**src/rtl/decode_stage_pkg.sv**
```systemverilog
// Shared RISC16 definitions: opcode encodings, instruction field positions and small
// decode predicates used by the decode stage.
`ifndef RISC16_DEFS_VH
`define RISC16_DEFS_VH

package decode_stage_pkg;

  typedef enum logic [2:0] {
    OP_ADD  = 3'b000,
    OP_ADDI = 3'b001,
    OP_NAND = 3'b010,
    OP_LUI  = 3'b011,
    OP_SW   = 3'b100,
    OP_LW   = 3'b101,
    OP_BEQ  = 3'b110,
    OP_JALR = 3'b111
  } opcode_e;

  localparam int unsigned OP_MSB   = 15;
  localparam int unsigned OP_LSB   = 13;
  localparam int unsigned RA_MSB   = 12;
  localparam int unsigned RA_LSB   = 10;
  localparam int unsigned RB_MSB   = 9;
  localparam int unsigned RB_LSB   = 7;
  localparam int unsigned RC_MSB   = 2;
  localparam int unsigned RC_LSB   = 0;
  localparam int unsigned IMM7_MSB = 6;
  localparam int unsigned LUI_MSB  = 9;

  function automatic logic op_writes_reg(input opcode_e op);
    return (op != OP_SW) && (op != OP_BEQ);
  endfunction

  function automatic logic op_uses_src2(input opcode_e op);
    return (op == OP_ADD) || (op == OP_NAND) || (op == OP_SW) || (op == OP_BEQ);
  endfunction

endpackage

`endif

```
**src/rtl/decode_stage_fwd_mux.sv**
```systemverilog
// Operand bypass selector: youngest in-flight writer wins, register file last,
// and an unused or r0 source always reads as zero.
module fwd_mux #(
  parameter int W = 16
) (
  input  logic [2:0]   i_addr,
  input  logic         i_used,
  input  logic [W-1:0] i_rf_data,
  input  logic [2:0]   i_ex_tgt,
  input  logic         i_ex_wr_en,
  input  logic [W-1:0] i_ex_result,
  input  logic [2:0]   i_mem_tgt,
  input  logic         i_mem_wr_en,
  input  logic [W-1:0] i_mem_result,
  input  logic [2:0]   i_wb_tgt,
  input  logic         i_wb_wr_en,
  input  logic [W-1:0] i_wb_result,
  output logic [W-1:0] o_data
);

  always_comb begin
    o_data = i_rf_data;
    if (!i_used || (i_addr == 3'd0)) begin
      o_data = '0;
    end else if (i_ex_wr_en && (i_ex_tgt == i_addr)) begin
      o_data = i_ex_result;
    end else if (i_mem_wr_en && (i_mem_tgt == i_addr)) begin
      o_data = i_mem_result;
    end else if (i_wb_wr_en && (i_wb_tgt == i_addr)) begin
      o_data = i_wb_result;
    end
  end

endmodule

```
**src/rtl/decode_stage.sv**
```systemverilog
// RISC16 decode stage: field decode, operand bypass, load-use hazard detection,
// and the ID/EX pipeline register (the only state in this block).
module decode_stage
  import decode_stage_pkg::*;
#(
  parameter int p_WORD_LEN     = 16,
  parameter int p_REG_ADDR_LEN = 3,
  parameter int p_PC_LEN       = 16
) (
  input  logic                      i_clk,
  input  logic                      i_rst,
  input  logic [15:0]               i_instr,
  input  logic [p_PC_LEN-1:0]       i_pc,
  input  logic                      i_valid,
  output logic [p_REG_ADDR_LEN-1:0] o_src1,
  output logic [p_REG_ADDR_LEN-1:0] o_src2,
  input  logic [p_WORD_LEN-1:0]     i_src1_data,
  input  logic [p_WORD_LEN-1:0]     i_src2_data,
  input  logic [2:0]                i_ex_tgt,
  input  logic                      i_ex_wr_en,
  input  logic [p_WORD_LEN-1:0]     i_ex_result,
  input  logic                      i_ex_is_load,
  input  logic [2:0]                i_mem_tgt,
  input  logic                      i_mem_wr_en,
  input  logic [p_WORD_LEN-1:0]     i_mem_result,
  input  logic [2:0]                i_wb_tgt,
  input  logic                      i_wb_wr_en,
  input  logic [p_WORD_LEN-1:0]     i_wb_result,
  input  logic                      i_flush,
  input  logic                      i_stall,
  output logic                      o_stall,
  output logic                      o_valid,
  output logic [2:0]                o_op,
  output logic [2:0]                o_tgt,
  output logic                      o_wr_en,
  output logic [p_WORD_LEN-1:0]     o_op1,
  output logic [p_WORD_LEN-1:0]     o_op2,
  output logic [p_WORD_LEN-1:0]     o_sw_data,
  output logic [p_WORD_LEN-1:0]     o_imm,
  output logic [p_PC_LEN-1:0]       o_pc
);

  opcode_e op;
  logic [2:0] ra, rb, rc;
  logic [2:0] src_addr [2];
  logic       src_used [2];
  logic [p_WORD_LEN-1:0] src_rf [2];
  logic [p_WORD_LEN-1:0] src_val [2];
  logic [p_WORD_LEN-1:0] imm;
  logic wr_en_dec;
  logic load_use;

  assign op = opcode_e'(i_instr[OP_MSB:OP_LSB]);
  assign ra = i_instr[RA_MSB:RA_LSB];
  assign rb = i_instr[RB_MSB:RB_LSB];
  assign rc = i_instr[RC_MSB:RC_LSB];

  always_comb begin
    src_addr[0] = (op == OP_BEQ) ? ra : rb;
    src_used[0] = (op != OP_LUI);
    src_used[1] = op_uses_src2(op);
    case (op)
      OP_ADD, OP_NAND: src_addr[1] = rc;
      OP_SW:           src_addr[1] = ra;
      OP_BEQ:          src_addr[1] = rb;
      default:         src_addr[1] = 3'd0;
    endcase
  end

  always_comb begin
    case (op)
      OP_ADDI, OP_SW, OP_LW, OP_BEQ:
        imm = {{(p_WORD_LEN-7){i_instr[IMM7_MSB]}}, i_instr[IMM7_MSB:0]};
      OP_LUI:
        imm = p_WORD_LEN'({i_instr[LUI_MSB:0], 6'b0});
      default:
        imm = '0;
    endcase
  end

  assign wr_en_dec = op_writes_reg(op) && (ra != 3'd0);

  assign o_src1 = p_REG_ADDR_LEN'(src_addr[0]);
  assign o_src2 = p_REG_ADDR_LEN'(src_addr[1]);
  assign src_rf[0] = i_src1_data;
  assign src_rf[1] = i_src2_data;

  generate
    for (genvar gi = 0; gi < 2; gi++) begin : g_fwd
      fwd_mux #(.W(p_WORD_LEN)) u_fwd (
        .i_addr      (src_addr[gi]),
        .i_used      (src_used[gi]),
        .i_rf_data   (src_rf[gi]),
        .i_ex_tgt    (i_ex_tgt),
        .i_ex_wr_en  (i_ex_wr_en),
        .i_ex_result (i_ex_result),
        .i_mem_tgt   (i_mem_tgt),
        .i_mem_wr_en (i_mem_wr_en),
        .i_mem_result(i_mem_result),
        .i_wb_tgt    (i_wb_tgt),
        .i_wb_wr_en  (i_wb_wr_en),
        .i_wb_result (i_wb_result),
        .o_data      (src_val[gi])
      );
    end
  endgenerate

  // A load in EX cannot be bypassed; hold IF/ID until the value reaches MEM.
  assign load_use = i_valid && i_ex_wr_en && i_ex_is_load && (i_ex_tgt != 3'd0) &&
                    ((src_used[0] && (i_ex_tgt == src_addr[0])) ||
                     (src_used[1] && (i_ex_tgt == src_addr[1])));
  assign o_stall = load_use && !i_rst;

  logic                  valid_q, valid_d;
  logic [2:0]            op_q, op_d;
  logic [2:0]            tgt_q, tgt_d;
  logic                  wr_en_q, wr_en_d;
  logic [p_WORD_LEN-1:0] op1_q, op1_d;
  logic [p_WORD_LEN-1:0] op2_q, op2_d;
  logic [p_WORD_LEN-1:0] sw_data_q, sw_data_d;
  logic [p_WORD_LEN-1:0] imm_q, imm_d;
  logic [p_PC_LEN-1:0]   pc_q, pc_d;

  always_comb begin
    valid_d   = valid_q;
    op_d      = op_q;
    tgt_d     = tgt_q;
    wr_en_d   = wr_en_q;
    op1_d     = op1_q;
    op2_d     = op2_q;
    sw_data_d = sw_data_q;
    imm_d     = imm_q;
    pc_d      = pc_q;
    if (i_flush || (!i_stall && (load_use || !i_valid))) begin
      valid_d   = 1'b0;
      op_d      = '0;
      tgt_d     = '0;
      wr_en_d   = 1'b0;
      op1_d     = '0;
      op2_d     = '0;
      sw_data_d = '0;
      imm_d     = '0;
      pc_d      = '0;
    end else if (!i_stall) begin
      valid_d   = 1'b1;
      op_d      = op;
      tgt_d     = wr_en_dec ? ra : 3'd0;
      wr_en_d   = wr_en_dec;
      op1_d     = src_val[0];
      op2_d     = (op == OP_SW) ? '0 : src_val[1];
      sw_data_d = (op == OP_SW) ? src_val[1] : '0;
      imm_d     = imm;
      pc_d      = i_pc;
    end
  end

  always_ff @(posedge i_clk or posedge i_rst) begin
    if (i_rst) begin
      valid_q   <= 1'b0;
      op_q      <= '0;
      tgt_q     <= '0;
      wr_en_q   <= 1'b0;
      op1_q     <= '0;
      op2_q     <= '0;
      sw_data_q <= '0;
      imm_q     <= '0;
      pc_q      <= '0;
    end else begin
      valid_q   <= valid_d;
      op_q      <= op_d;
      tgt_q     <= tgt_d;
      wr_en_q   <= wr_en_d;
      op1_q     <= op1_d;
      op2_q     <= op2_d;
      sw_data_q <= sw_data_d;
      imm_q     <= imm_d;
      pc_q      <= pc_d;
    end
  end

  assign o_valid   = valid_q;
  assign o_op      = op_q;
  assign o_tgt     = tgt_q;
  assign o_wr_en   = wr_en_q;
  assign o_op1     = op1_q;
  assign o_op2     = op2_q;
  assign o_sw_data = sw_data_q;
  assign o_imm     = imm_q;
  assign o_pc      = pc_q;

endmodule

```
**config.mk**
```make
export PLATFORM = sky130hd
export DESIGN_NAME = decode_stage
export DESIGN_NICKNAME = d
export VERILOG_FILES = /design/src/rtl/decode_stage_pkg.sv /design/src/rtl/decode_stage_fwd_mux.sv /design/src/rtl/decode_stage.sv
export SDC_FILE = /design/constraint.sdc
export NUM_CORES = 1
export LEC_CHECK = 0
export ABC_AREA = 1
export CAP_MARGIN = 20
export CORE_MARGIN = 2
export CORE_UTILIZATION = 35
export DETAILED_ROUTE_END_ITERATION = 8
export GPL_TIMING_DRIVEN = 1
export PLACE_DENSITY = 0.66
export SLEW_MARGIN = 20
export SYNTH_ARGS = -nofsm -noshare
export SYNTH_HDL_FRONTEND = slang
export SYNTH_SLANG_ARGS = --single-unit
```
**constraint.sdc**
```tcl
create_clock -name i_clk -period 6.6 [get_ports i_clk]
set_input_delay 1.65 -clock i_clk [delete_from_list [all_inputs] [get_ports i_clk]]
set_output_delay 1.65 -clock i_clk [all_outputs]
set_load 0.005 [all_outputs]
```
# == After elaboration in Yosys (flattened, before gate mapping) ==
# Index checks and enable logic that the tools add are counted.
# totals
n_memories,0
latch_bits,0
ram_bits,0
reg_bits,88
output_inout_bits,95
input_bits,130
rom_bits,0
# classes
shift,0
eq_ne,16
bitwise_logic,0
div_mod_pow,0
n_mul,0
magnitude_cmp,0
muxes,32
add_sub_neg,0
n_reduce_logical,36
# op_table
cell,count
two-way mux 16 bit,20
one-hot mux 16 bit (2 select lines),1
== test 3 bit,6
two-way mux 3 bit,6
logical AND 1 bit,16
"== test 3 bit, second input constant",3
logical NOT 3 bit,3
one-hot mux 3 bit (3 select lines),1
logical OR 1 bit,8
"== test 3 x 2 -> 1 bit, second input constant",2
"inequality test 3 bit, second input constant",2
nonzero test 3 bit,2
logical NOT 1 bit,5
two-way mux 1 bit,4
OR reduction 4 bit,1
"== test 3 x 1 -> 1 bit, second input constant",1
"inequality test 3 x 2 -> 1 bit, second input constant",1
"inequality test 2 x 1 -> 1 bit, second input constant",1
OR reduction 2 bit,1

# == Depth between registers and ports, before layout ==
# logic_depth
ltp_word,12
mapped_depth,16
ltp_nobuf,14

# == By module ==
# A second synthesis with hierarchy kept.
# unflattened
cells_unflattened,900
area_unflattened_um2,6348.6
# by_module_without_submodules
mod,area_per_inst_um2,instances,cells_each
decode_stage,4053.9,1,474
fwd_mux,1147.4,2,213

# == Worst setup path before layout ==
# Ideal clock, no wire load.
# synth_path
path_kind,input -> output
startpoint,input port i_instr[14]
endpoint,output port o_stall
setup_slack_ns,2.179
required_time_ns,4.950
arrival_ns,2.771
n_path_buf,1
path_stages,10
cell_sequence,buf_2 -> nor2_1 -> nand3_1 -> nand3_2 -> nand2_1 -> nand2_2 -> nand4_1 -> nand2_1 -> nand2_2 -> nor2_1
# synth_via
elab_chain_cells,8
elab_cells_between_ends,18
classes_between,6 x eq/ne; 2 x mux; 10 x reduce/logical
# synth_rtl
element,line,text
from (decl),decode_stage.sv:12,"input logic [15:0] i_instr,"
== test 3 x 2 -> 1 bit or logical NOT 3 bit (tied branches),decode_stage.sv:62,case (op)
OR reduction 2 bit,decode_stage.sv:62,
one-hot mux 3 bit (3 select lines) (*),decode_stage.sv:62,
net o_src2[0],decode_stage.sv:16,"output logic [p_REG_ADDR_LEN-1:0] o_src2,"
== test 3 bit (*),decode_stage.sv:111,(src_used[1] && (i_ex_tgt == src_addr[1])));
logical AND 1 bit (*),decode_stage.sv:111,
logical OR 1 bit (*),decode_stage.sv:110,((src_used[0] && (i_ex_tgt == src_addr[0])) ||
logical AND 1 bit (*),decode_stage.sv:109,assign load_use = i_valid && i_ex_wr_en && i_ex_is_load && (i_ex_tgt != 3'd0) &&
logical AND 1 bit (*),decode_stage.sv:112,assign o_stall = load_use && !i_rst;
to (decl),decode_stage.sv:31,"output logic o_stall,"
# The timed path passes the listed nets; every way through them passes the cells marked *.

# == Worst setup path after layout ==
# layout_path
startpoint,input port i_instr[15]
endpoint,output port o_stall
# layout_via
elab_chain_cells,8
elab_cells_between_ends,18
classes_between,6 x eq/ne; 2 x mux; 10 x reduce/logical
# layout_rtl
element,line
== test 3 x 2 -> 1 bit or logical NOT 3 bit (tied branches),"decode_stage_pkg.sv:35, decode_stage.sv:62"
OR reduction 2 bit or logical OR 1 bit (tied branches),"decode_stage.sv:62, decode_stage_pkg.sv:35"
one-hot mux 3 bit (3 select lines) or logical OR 1 bit (tied branches),"decode_stage.sv:62, decode_stage_pkg.sv:35"
== test 3 bit or logical OR 1 bit (tied branches),"decode_stage.sv:111, decode_stage_pkg.sv:35"
logical AND 1 bit,decode_stage.sv:111
logical OR 1 bit (*),decode_stage.sv:110
logical AND 1 bit (*),decode_stage.sv:109
logical AND 1 bit (*),decode_stage.sv:112
# Every way passes the cells marked *; elsewhere a longest branch is shown, timed or not.

==> summary.txt <==
Outcome
  – Status: complete, no violations

Place
  – DP HPWL: 16000 um
  – RePlAce Congestion: 0.942
  – Number of cells after detailed placement: 1311
  – PortBufs: 224

Timing
  – Finish-stage setup viols: 0
  – Clock skew: 0 ps
  – Unrepaired setup endpoints after global routing: no
  – Actual slew at the worst max-slew pin: 972 ps
  – Slew Limit Fails: 0
  – Slew HR: 0.351
  – Final setup TNS: 0 ps
  – Fmax: 172 MHz
  – Tcrit/Tclk final: 0.878
  – Min Clock Period, post-route: 5800 ps
  – Final Hold Fails: 0

Global route
  – Met3 usage: 0.0430
  – Met2 Usage GRT: 0.379
  – Antenna violations before repair: 1
  – Pin count of the biggest net entering global routing: 68
  – Global-route usage over all layers: 0.240
  – GRT overflow: 0
  – First-pass GRT wire length: 33100 um
  – GRT Max-Usage Layer: met2
  – GR Util met1: 0.336
  – Vias in the first global route: 6095

Yosys
  – Synth top area cells: dfrtp_1 (38%), nand2_1 (19%), nand3_1 (12%)
  – Avg Cell Area, Syn: 6.46 um^2
  – Top cell type by total area after synthesis: dfrtp_1
  – Ys async rst share: 1.00
  – Cell Area, Synth: 0.00583 mm^2
  – Yosys top cell area share: 0.377
  – Post-synth net total: 1033
  – Synth cell types: 23
  – Top post-synthesis cells by count: nand2_1 (296), inv_1 (164), nand3_1 (141)
  – Cells after Synth: 903
  – EDFF count, synth: 0
  – Main synth FF type: dfrtp_1
  – Sequential fraction of the synthesis area: 0.377
  – Leading cell type by number of instances after synthesis: nand2_1
  – Yosys warnings: 0
  – #FFs+latches synth: 88

Floorplan
  – Core area: 0.0165 mm^2
  – Row Count: 47
  – Die X: 133 um
  – Boundary pin count: 225
  – Vert. Die Dim: 133 um
  – Initial core utilization: 0.354
  – Die area: 0.0177 mm^2

Setup path
  – Arrival time at the worst endpoint: 4150 ps
  – Req. time, crit path: 4950 ps
  – Crit. End Element: primary output
  – Setup crit start kind: input pin
  – Crit path from: i_instr[15]
  – Reg-to-Reg Start: o_op2[7]
  – CP max FO: 10
  – R2R depth: 3
  – Setup CP Type: in -> out

Hold path
  – Hold Crit Class: reg -> reg
  – Hold Crit Depth: 2
  – Hold path start: o_imm[15]

Drt
  – Drt first pass iters: 6
  – Drt via density: 4.80
  – Total Routed Length: 21300 um
  – Vias: 6381
  – Routed Antenna Nets: 0
  – DR WL/cell: 16.1 um
  – # DRC: 0
  – Drt first-iter violations: 565

Clock tree
  – Longest Clk Path Bufs: 2
  – Latest clock arrival within the worst-skew pair: 350 ps
  – Hold-fix buffers, CTS: 0
  – H-tree depth: 3
  – CTS resizes: 0
  – CTS Sinks: 88
  – Root Driver: clkbuf_16
  – CTS tree: built
  – Clock-pin slew on the worst setup and hold paths: 70 ps
  – TritonCTS buffer count: 9
  – Post-CTS Setup Repair Bufs: 0

Flow run
  – Max-cap viol count: 0

Pwr
  – Power Density: 175 mW/mm^2
  – P_leak: 4.33 nW
  – Max IR drop VDD: 0.115 mV

Finish
  – Share of layout cells above drive strength 1: 0.0488
  – Layout area overhead: 46.2%
  – Nets: 1232
  – Final non-filler cell total: 1328
-- final cells by class --
| class | instances | area, um^2 |
|---|---|---|
| antenna | 1 | 2.50 |
| inverter | 168 | 632 |
| timing repair buffer | 229 | 2280 |
| clock inverter | 6 | 76.3 |
| sequential | 88 | 2200 |
| multi-input combinational | 606 | 2820 |
| fill | 1680 | 7940 |
| clock buffer | 10 | 239 |
| tap | 220 | 275 |
-- power by group --
part	switching, mW	internal (mW)	total (mW)	leakage, nW
registers	0.0101	0.557	0.567	1.21
logic	0.217	0.163	0.380	2.97
clock network	0.240	0.310	0.550	0.149
-- state kept, by name, summed over array words and instances (netlist names) --
register	count
o_imm	16
o_op	3
o_op1	16
o_op2	16
o_pc	16
o_sw_data	16
o_tgt	3
o_valid	1
o_wr_en	1
-- cells by family after synthesis --
group,share of synthesized area
compound gates,0.0731
buf+inv,0.140
flops,0.377
simple gates,0.409
-- metrics by stage --
stage | util | hold WS (ps) | area, um^2 | total power [mW] | setup WS (ps)
2_1_floorplan | - | 472 | 5830 | 0.764 | 2180
3_3_place_gp | 0.499 | 462 | 8210 | 0.953 | 828
3_5_place_dp | 0.499 | 465 | 8210 | 0.952 | 819
4_1_cts | 0.518 | 484 | 8530 | 1.50 | 818
5_1_grt | 0.518 | 504 | 8530 | 1.57 | 525
6_report | 0.518 | 479 | 8530 | 1.50 | 803
-- worst max-delay path, cell delays in order --
cell and delay, ps:
clkdlybuf4s50_1 690, nand2_1 160, nor2_2 210, nand2_2 110, nand2_1 160, nand2_1 90, nand2_1 100, nand4_1 160
nand2_1 130, nand2_2 90, nor2_1 100, clkdlybuf4s50_1 500
-- worst paths after layout --
| check | endpoint | slack, ps |
|---|---|---|
| worst max-delay path | o_stall | 800 |
| worst min-delay path | o_imm[15] | 480 |
| worst max register to register | o_op2[7] | 5770 |
| worst min register to register | o_imm[15] | 480 |
| max in group asynchronous | o_op1[4] | 3800 |
| min in group asynchronous | o_op[2] | 1620 |
-- layer usage --
| metal | up-vias | share of wire |
|---|---|---|
| met3 | 35 | 0.059 |
| met5 | - | 0 |
| met1 | 2906 | 0.46 |
| met2 | 243 | 0.46 |
| met4 | 0 | 0.021 |
| li1 | 3197 | - |
-- placed cells by master, fill, tap and decap left out, types with 2 or more instances in the layout --
cell,netlist,final
clkinvlp_4,0,2
nand3_1,141,141
o21ai_0,30,30
dfrtp_1,88,88
o21ai_1,2,2
o21bai_1,32,32
inv_8,0,2
nor2_2,6,6
inv_1,164,163
nand2_2,10,10
clkbuf_16,0,9
nand2_1,296,296
o31ai_1,2,2
nor2_4,5,6
nand4_1,30,30
nand3_2,5,5
clkdlybuf4s50_1,0,224
nor2_1,43,42
buf_4,2,5
inv_2,4,4
Power figures use the tool's default switching activity.
